==> src/rtl/stochastic_gen.sv <==
// stochastic_gen: binary-to-stochastic converter (SNG).
// Encodes an N_count-bit unsigned value as a unipolar bitstream over windows
// of 2^N_count enabled cycles. Each window carries exactly as many ones as
// the value sampled at its first enabled cycle.
//
// Parameters:
//   N_count  value width, window = 2^N_count enabled cycles (4..12)
//   MODE     0 = LFSR comparand, 1 = bit-reversed counter comparand
//   SEED     LFSR start state (0 is replaced by 1)
// Ports:
//   CLK           clock, all state on posedge
//   RESET         synchronous active-high reset, highest priority
//   ENABLE        advance one stream bit per clock when high
//   in            value to encode, sampled at window start
//   out           registered stochastic bit
//   WINDOW_START  high with the first bit of a window
//   WINDOW_END    high with the last bit of a window
//   val_q         value encoded in the current window
module stochastic_gen #(
  parameter int N_count = 8,
  parameter int MODE    = 0,
  parameter int SEED    = 1
) (
  input  logic               CLK,
  input  logic               RESET,
  input  logic               ENABLE,
  input  logic [N_count-1:0] in,
  output logic               out,
  output logic               WINDOW_START,
  output logic               WINDOW_END,
  output logic [N_count-1:0] val_q
);

  if (N_count < 4 || N_count > 12) begin : g_bad_width
    $error("stochastic_gen: N_count must be in 4..12");
  end
  if (MODE != 0 && MODE != 1) begin : g_bad_mode
    $error("stochastic_gen: MODE must be 0 or 1");
  end

  // Fibonacci XOR taps from the max-length table; bit (t-1) set for tap t.
  localparam logic [11:0] TAPS =
    (N_count == 4)  ? 12'h00C :
    (N_count == 5)  ? 12'h014 :
    (N_count == 6)  ? 12'h030 :
    (N_count == 7)  ? 12'h060 :
    (N_count == 8)  ? 12'h0B8 :
    (N_count == 9)  ? 12'h110 :
    (N_count == 10) ? 12'h240 :
    (N_count == 11) ? 12'h500 : 12'h829;
  localparam logic [N_count-1:0] TAP_MASK = TAPS[N_count-1:0];
  localparam logic [N_count-1:0] MAXC     = '1;
  localparam logic [N_count-1:0] ONE      = {{(N_count-1){1'b0}}, 1'b1};
  localparam logic [N_count-1:0] SEED_T   = SEED[N_count-1:0];
  localparam logic [N_count-1:0] SEED_EFF = (SEED_T == '0) ? ONE : SEED_T;

  logic [N_count-1:0] cnt, lfsr, lfsr_nxt, rev, v, c;
  logic               at_start, at_end;

  assign at_start = (cnt == '0);
  assign at_end   = (cnt == MAXC);
  assign lfsr_nxt = {lfsr[N_count-2:0], ^(lfsr & TAP_MASK)};
  assign v        = at_start ? in : val_q;

  always_comb begin
    rev = '0;
    for (int i = 0; i < N_count; i++) rev[i] = cnt[N_count-1-i];
  end

  // MODE 0: lfsr visits 1..2^N-1 once per window, so lfsr-1 covers
  // 0..2^N-2; the last slot supplies the missing all-ones comparand.
  if (MODE == 1) begin : g_rev
    assign c = rev;
  end else begin : g_lfsr
    assign c = at_end ? MAXC : (lfsr - ONE);
  end

  always_ff @(posedge CLK) begin
    if (RESET) begin
      cnt          <= '0;
      lfsr         <= SEED_EFF;
      val_q        <= '0;
      out          <= 1'b0;
      WINDOW_START <= 1'b0;
      WINDOW_END   <= 1'b0;
    end else if (ENABLE) begin
      if (at_start) val_q <= in;
      // Hold on the last slot: 2^N-1 steps per window brings lfsr back to seed.
      if (!at_end) lfsr <= lfsr_nxt;
      out          <= (v > c);
      WINDOW_START <= at_start;
      WINDOW_END   <= at_end;
      cnt          <= cnt + ONE;
    end else begin
      // Idle cycles emit zeros so downstream ones-counters stay exact.
      out          <= 1'b0;
      WINDOW_START <= 1'b0;
      WINDOW_END   <= 1'b0;
    end
  end

endmodule

==> config.mk <==
export PLATFORM = sky130hd
export DESIGN_NAME = stochastic_gen
export DESIGN_NICKNAME = d
export VERILOG_FILES = /design/src/rtl/stochastic_gen.sv
export SDC_FILE = /design/constraint.sdc
export NUM_CORES = 1
export LEC_CHECK = 0
export CAP_MARGIN = 20
export CORE_ASPECT_RATIO = 2
export CORE_UTILIZATION = 46
export DETAILED_ROUTE_END_ITERATION = 8
export PLACE_DENSITY = 0.71
export REMOVE_ABC_BUFFERS = 1
export SLEW_MARGIN = 20
export SYNTH_ARGS = -nofsm -noshare
export SYNTH_HDL_FRONTEND = slang
export SYNTH_SLANG_ARGS = --single-unit
==> constraint.sdc <==
create_clock -name CLK -period 3.02 [get_ports CLK]
set_clock_uncertainty 0.15 [all_clocks]
set_input_delay 0.906 -clock CLK [delete_from_list [all_inputs] [get_ports CLK]]
set_output_delay 0.906 -clock CLK [all_outputs]
set_load 0.05 [all_outputs]
==> results of run 1 <==
[cell type report]
cell class	count	area share, %
tap	31	2.06
inverter	7	1.39
clock buffer	4	2.39
sequential	27	28.8
timing repair buffer	26	13.5
multi-input combinational	121	51.8
[power by group through the flow]
stage	clock (W)	combinational (W)	sequential (W)
finish	0.000210	0.000291	0.000388
global route	0.000227	0.000316	0.000391
CTS	0.000218	0.000254	0.000387
detailed placement	0	0.000252	0.000396
global placement	0	0.000238	0.000395
floorplan	0	0.000133	0.000432
[cell families after synthesis]
| logic type | after synthesis | synth area share, % |
|---|---|---|
| XOR/XNOR | 12 | 6.96 |
| AND/OR/NAND/NOR | 59 | 19.0 |
| flip-flops | 27 | 35.8 |
| multiplexers | 24 | 18.2 |
| AO/OA/AOI/OAI | 14 | 5.63 |
| adder cells (fa/ha/maj) | 12 | 9.94 |
| buffers and inverters | 14 | 4.47 |
[critical path, stage by stage, from the launching register on]
cell and delay, ns:
dfxtp_2 0.33, inv_1 0.06, ha_1 0.12, or4b_4 0.45, or4_4 0.60, buf_8 0.17
mux2_4 0.31, ha_1 0.28, nand4_1 0.14, nor2_1 0.14, nor2_1 0.06, o21a_1 0.10
[placed cells by master (no fill, tap or decap), types with 2 or more instances in the layout]
master and count:
nor2_1 32, dfxtp_1 25, clkdlybuf4s50_1 21, mux2i_1 17
mux2_4 7, xor2_1 7, ha_1 7, inv_1 6
nand4_1 5, xnor2_1 5, ha_4 5, o21ai_0 4
nand2_1 4, a21oi_1 4, buf_4 4, clkbuf_8 3
nand3_1 2, or4_1 2, nor3_1 2, nor3b_1 2
nor2b_1 2, nand2b_1 2, dfxtp_2 2
[state kept, by name, indices dropped and copies added, names as in the netlist]
| signal | count |
|---|---|
| WINDOW_END | 1 |
| WINDOW_START | 1 |
| cnt | 8 |
| lfsr | 8 |
| out | 1 |
| val_q | 8 |
[what timing repair did]
| action | CTS | global route |
|---|---|---|
| pin swaps | 0 | 5 |
| cloned | 0 | 0 |
| setup buffers | 0 | 1 |
| resized for setup | 1 | 12 |
| setup endpoints to repair | 1 | 1 |
[worst paths after layout]
kind | from | endpoint | slack [ns]
setup / recovery | cnt[0] | out | 0.03
hold / removal | val_q[0] | val_q[0] | 0.39
hold reg to reg | val_q[0] | val_q[0] | 0.39
setup reg to reg | cnt[0] | out | 0.03
[metal layers]
metal	GRT usage [%]	share of wire (%)
met5	0	0
met3	1.96	1.5
met1	21.5	39
met4	11.9	2.3
met2	35.8	58
[per-stage QoR]
stage | cell area [um2] | setup WS (ns) | total power, W | cells | hold WS (ns)
after detailed placement | 1750 | 0.0112 | 0.000647 | 211 | 0.374
final | 1880 | 0.0287 | 0.000889 | 216 | 0.394
after floorplan | 1470 | 0.0526 | 0.000565 | 155 | 0.324
after global placement | 1750 | 0.136 | 0.000633 | 211 | 0.363
after global routing | 1880 | -0.0163 | 0.000934 | 216 | 0.427
after CTS | 1800 | 0.0775 | 0.000859 | 215 | 0.399
==> reports/metrics.yaml, run 1 <==
outcome:
  outcome: "finished clean"
hold_path:
  hold_depth: 2
  min_path_type: "register to register"
sta:
  setup_viol: 0
  timing.setup.tns_ns: 0
  period_share_pct: 99.0
  hold_viol: 0
  maxSlewViolCount: 0
  fmax_ghz: 0.334
  tightestPinTransition_ns: 0.516
  fin_crit_ns: 2.99
  slew-limit-headroom_pct: 65.6
clock_tree:
  numCtsBuffers: 3
  cts_tree: "built"
  cts_sinks: 27
  clock_latency_ns: 0.28
  postCtsHoldBufs: 0
  h-tree-depth: 1
  clkTransAtPathRegs_ns: 0.09
  cts_buffer_depth: 2
  root_buffer: "clkbuf_8"
layout:
  antenna_cells: 0
  area_growth_syn_to_layout_pct: 24.8
  drive_gt1_share_pct: 14.6
  multi_input_area_um2: 976
  fillers: 283
  nets: 209
  finish.utilization_pct: 59.7
  seq_area_um2: 543
detailed_routing:
  vias_per_cell: 5.54
  first_pass_iters: 4
  drt_iter0_drc: 14
  num_vias: 1196
  ant_nets: 0
  totalWireLength_um: 3360
  drcViolationCount: 0
  avgRoutedWirePerCell_um: 15.5
pwr:
  leakage_nw: 0.796
  p_sw_w: 0.000278
  p_clk_share_pct: 23.6
  p_per_area_mw_per_mm2: 472
  power_frac_comb_pct: 32.8
  p_int_w: 0.000612
  ir_worst_vdd_v: 0.000319
  swShare_pct: 31.2
  seqPwrFrac_pct: 43.6
logic_synthesis:
  synth-edff-count: 0
  synthArstFlopShare_pct: 0
  syn_inst: 162
  synth_cell_types: 30
  synth_top_flop_cell: "dfxtp_1"
  netlist_area_mm2: 0.00151
  synth_top_area_cell: "dfxtp_1"
  ys_ff_latch: 27
  yosysMostFrequentCell: "nor2_1"
  synth_common_cells: "32 x nor2_1, 27 x dfxtp_1, 17 x mux2i_1, 12 x ha_1"
  synth.avg_cell_area_um2: 9.32
  yosysSeqAreaShare_pct: 35.8
  ys_warn_count: 0
  synth_area_leaders: "dfxtp_1 36%, mux2i_1 11%, ha_1 9.9%, nor2_1 8.0%, mux2_4 7.0%"
  synth_top_area_share_pct: 35.8
global_route:
  grt_max_degree: 17
  antenna_found_initial: 0
  grt_pass1_wl_um: 5530
  first_global_vias: 1331
  grt-ovfl-total: 0
  track_usage_pct: 20.0
placed_design:
  dp_hpwl_um: 2480
  gp_congestion: 0.838
  port-buffer-count: 21
setup_path:
  crit_path_start_kind: "register"
  crit_required_ns: 3.06
  crit_type: "register to register"
  path_max_fanout: 6
  rr_worst_depth: 11
  crit_arrival_ns: 3.03
  end_kind: "register"
floorplanning:
  die_w_um: 42.5
  die_area_mm2: 0.00353
  pin_count: 22
  rows: 29
  start_util_pct: 47.8
  core_region_area_mm2: 0.00316
  die_y_um: 83.0
run:
  drv_cap: 0
Note: power is estimated with default switching activity, not from simulation.
==> inputs of run 2 (changes only) <==
Settings changed: MAX_ROUTING_LAYER set to met4.
==> run 2 against run 1 <==
Compared with the run above:
- first-iteration DRC count fell by 14%
- via count fell by 0.92%
- non-clock buffer count did not move
- power fell by 0.18%
- critical path depth did not move
- hold slack improved by 0.00091 ns
- routed wire length fell by 0.33%
- worst setup slack barely moved
- clock power barely moved
- fmax barely moved
- core utilization did not move
- register-to-register slack barely moved
- largest power group unchanged
==> reports/metrics.yaml, run 2 (synthesis gave the netlist of run 1 again) <==
pwr:
  power_frac_comb_pct: 32.8  # about the same
  p_sw_w: 0.000276  # -0.62%
  swShare_pct: 31.1  # -0.14 points
  ir_worst_vdd_v: 0.000322  # +0.90%
  p_per_area_mw_per_mm2: 471  # -0.18%
  p_int_w: 0.000612  # about the same
  leakage_nw: 0.796  # unchanged
  p_clk_share_pct: 23.5  # about the same
  seqPwrFrac_pct: 43.7  # about the same
layout:
  fin_cells: 216  # unchanged
  fin_area_mm2: 0.00188  # unchanged
  nets: 209  # unchanged
  mostFrequentLayoutCell: "nor2_1"
  fillers: 283  # unchanged
  antenna_cells: 0  # unchanged
  top_regs: "cnt (8), lfsr (8), val_q (8)"
  drive_gt1_share_pct: 14.6  # unchanged
  layout_common_cells: "32 x nor2_1, 25 x dfxtp_1, 21 x clkdlybuf4s50_1, 17 x mux2i_1"
  area_growth_syn_to_layout_pct: 24.8  # unchanged
sta:
  period_share_pct: 99.1  # about the same
  timing.setup.tns_ns: 0  # unchanged
  tightestPinTransition_ns: 0.516  # +0.000136 ns
  whs_ns: 0.395  # +0.000914 ns
  hold_viol: 0  # unchanged
  slew-limit-headroom_pct: 65.6  # about the same
  fmax_ghz: 0.334  # about the same
  maxSlewViolCount: 0  # unchanged
  fin_crit_ns: 2.99  # +0.000232 ns
  finalWorstSetupSlack_ns: 0.0285  # -0.000232 ns
  setup_viol: 0  # unchanged
setup_path:
  path_max_fanout: 6  # unchanged
  crit_arrival_ns: 3.02  # about the same
  end_kind: "register"
  critPathSlowestCell: "or4_4"
  crit_path_max_incr_delay_ns: 0.60  # about the same
  crit_path_start_kind: "register"
  crit_type: "register to register"
  path_cells: "inv_1 > ha_1 > or4b_4 > or4_4 > buf_8 > mux2_4 > ha_1 > nand4_1 > nor2_1 > nor2_1 > o21a_1"
  crit_required_ns: 3.05  # about the same
detailed_routing:
  drcViolationCount: 0  # unchanged
  vias_per_cell: 5.49  # -0.92%
  first_pass_iters: 4  # unchanged
  ant_nets: 0  # unchanged
  drt_iter0_drc: 12  # -2
  num_vias: 1185  # -0.92%
  avgRoutedWirePerCell_um: 15.5  # -0.33%
  totalWireLength_um: 3340  # -0.33%
placed_design:
  dp_slack_ns: 0.0112  # unchanged
  post_dp_cell_area_mm2: 0.00175  # unchanged
  port-buffer-count: 21  # unchanged
  dp_hpwl_um: 2480  # unchanged
  dp.cells: 211  # unchanged
  gp_congestion: 0.851  # +1.6%
floorplanning:
  rows: 29  # unchanged
  pin_count: 22  # unchanged
  die_w_um: 42.5  # unchanged
  core_region_area_mm2: 0.00316  # unchanged
  die_area_mm2: 0.00353  # unchanged
  die_y_um: 83.0  # unchanged
  start_util_pct: 47.8  # unchanged
global_route:
  first_global_vias: 1332  # +0.075%
  grt_pass1_wl_um: 5530  # +0.13%
  grt_max_degree: 17  # unchanged
  grt-ovfl-total: 0  # unchanged
  track_usage_pct: 20.6  # +0.53 points
  antenna_found_initial: 0  # unchanged
clock_tree:
  cts_buffer_depth: 2  # unchanged
  clkTransAtPathRegs_ns: 0.09  # about the same
  numCtsBuffers: 3  # unchanged
  root_buffer: "clkbuf_8"
  cts_tree: "built"
  clock_latency_ns: 0.28  # about the same
  cts_sinks: 27  # unchanged
  postCtsHoldBufs: 0  # unchanged
  h-tree-depth: 1  # unchanged
run:
  drv_cap: 0  # unchanged
hold_path:
  min_path_type: "register to register"
outcome:
  outcome: "finished clean"
## run 2: layout make-up
type	instances	area (um2)	area share (%)
multi-input combinational	121	976	51.8
sequential	27	543	28.8
timing repair buffer	26	255	13.5
clock buffer	4	45.0	2.39
tap	31	38.8	2.06
inverter	7	26.3	1.39
## run 2: timing repair
action	CTS	global route
endpoints found under the hold margin	0	0
gates resized for setup	1	12
endpoints found under the setup margin	1	1
buffers inserted	0	1
pin swaps	0	5
## run 2: path summary, 6_finish.rpt
check	startpoint	end	slack [ns]	cells past startpoint
worst max-delay path	cnt[0]	out	0.03	11
worst min-delay path	val_q[0]	val_q[0]	0.40	2
worst max register to register	cnt[0]	out	0.03	11
worst min register to register	val_q[0]	val_q[0]	0.40	2
## run 2: layer usage
layer  track usage (%)  up-vias  share of wire, %
met1              21.5      558                38
met5                 -        -                 0
met2              35.8       17                58
met3              1.96        5               1.6
li1                  -      605                 -
met4              11.9        0               1.9
## run 2: critical path, delay by kind of cell, from the launching register on
family	cells	cell delay, ns
AO/OA/AOI/OAI	1	0.10
adder cells (fa/ha/maj)	2	0.41
buffers and inverters	2	0.22
flip-flops	1	0.33
multiplexers	1	0.31
AND/OR/NAND/NOR	5	1.39
## run 2: through the flow
stage | utilization [%] | power, W
2_1_floorplan | - | 0.000565
3_3_place_gp | 55.4 | 0.000633
3_5_place_dp | 55.4 | 0.000647
4_1_cts | 56.9 | 0.000859
5_1_grt | 59.7 | 0.000936
6_report | 59.7 | 0.000888
## run 2: power by group through the flow
stage                     clock network [W]  logic (W)  registers [W]
after global placement                    0   0.000238       0.000395
after detailed placement                  0   0.000252       0.000396
after floorplan                           0   0.000133       0.000432
after global routing               0.000228   0.000316       0.000391
after CTS                          0.000218   0.000254       0.000387
final                              0.000209   0.000291       0.000388
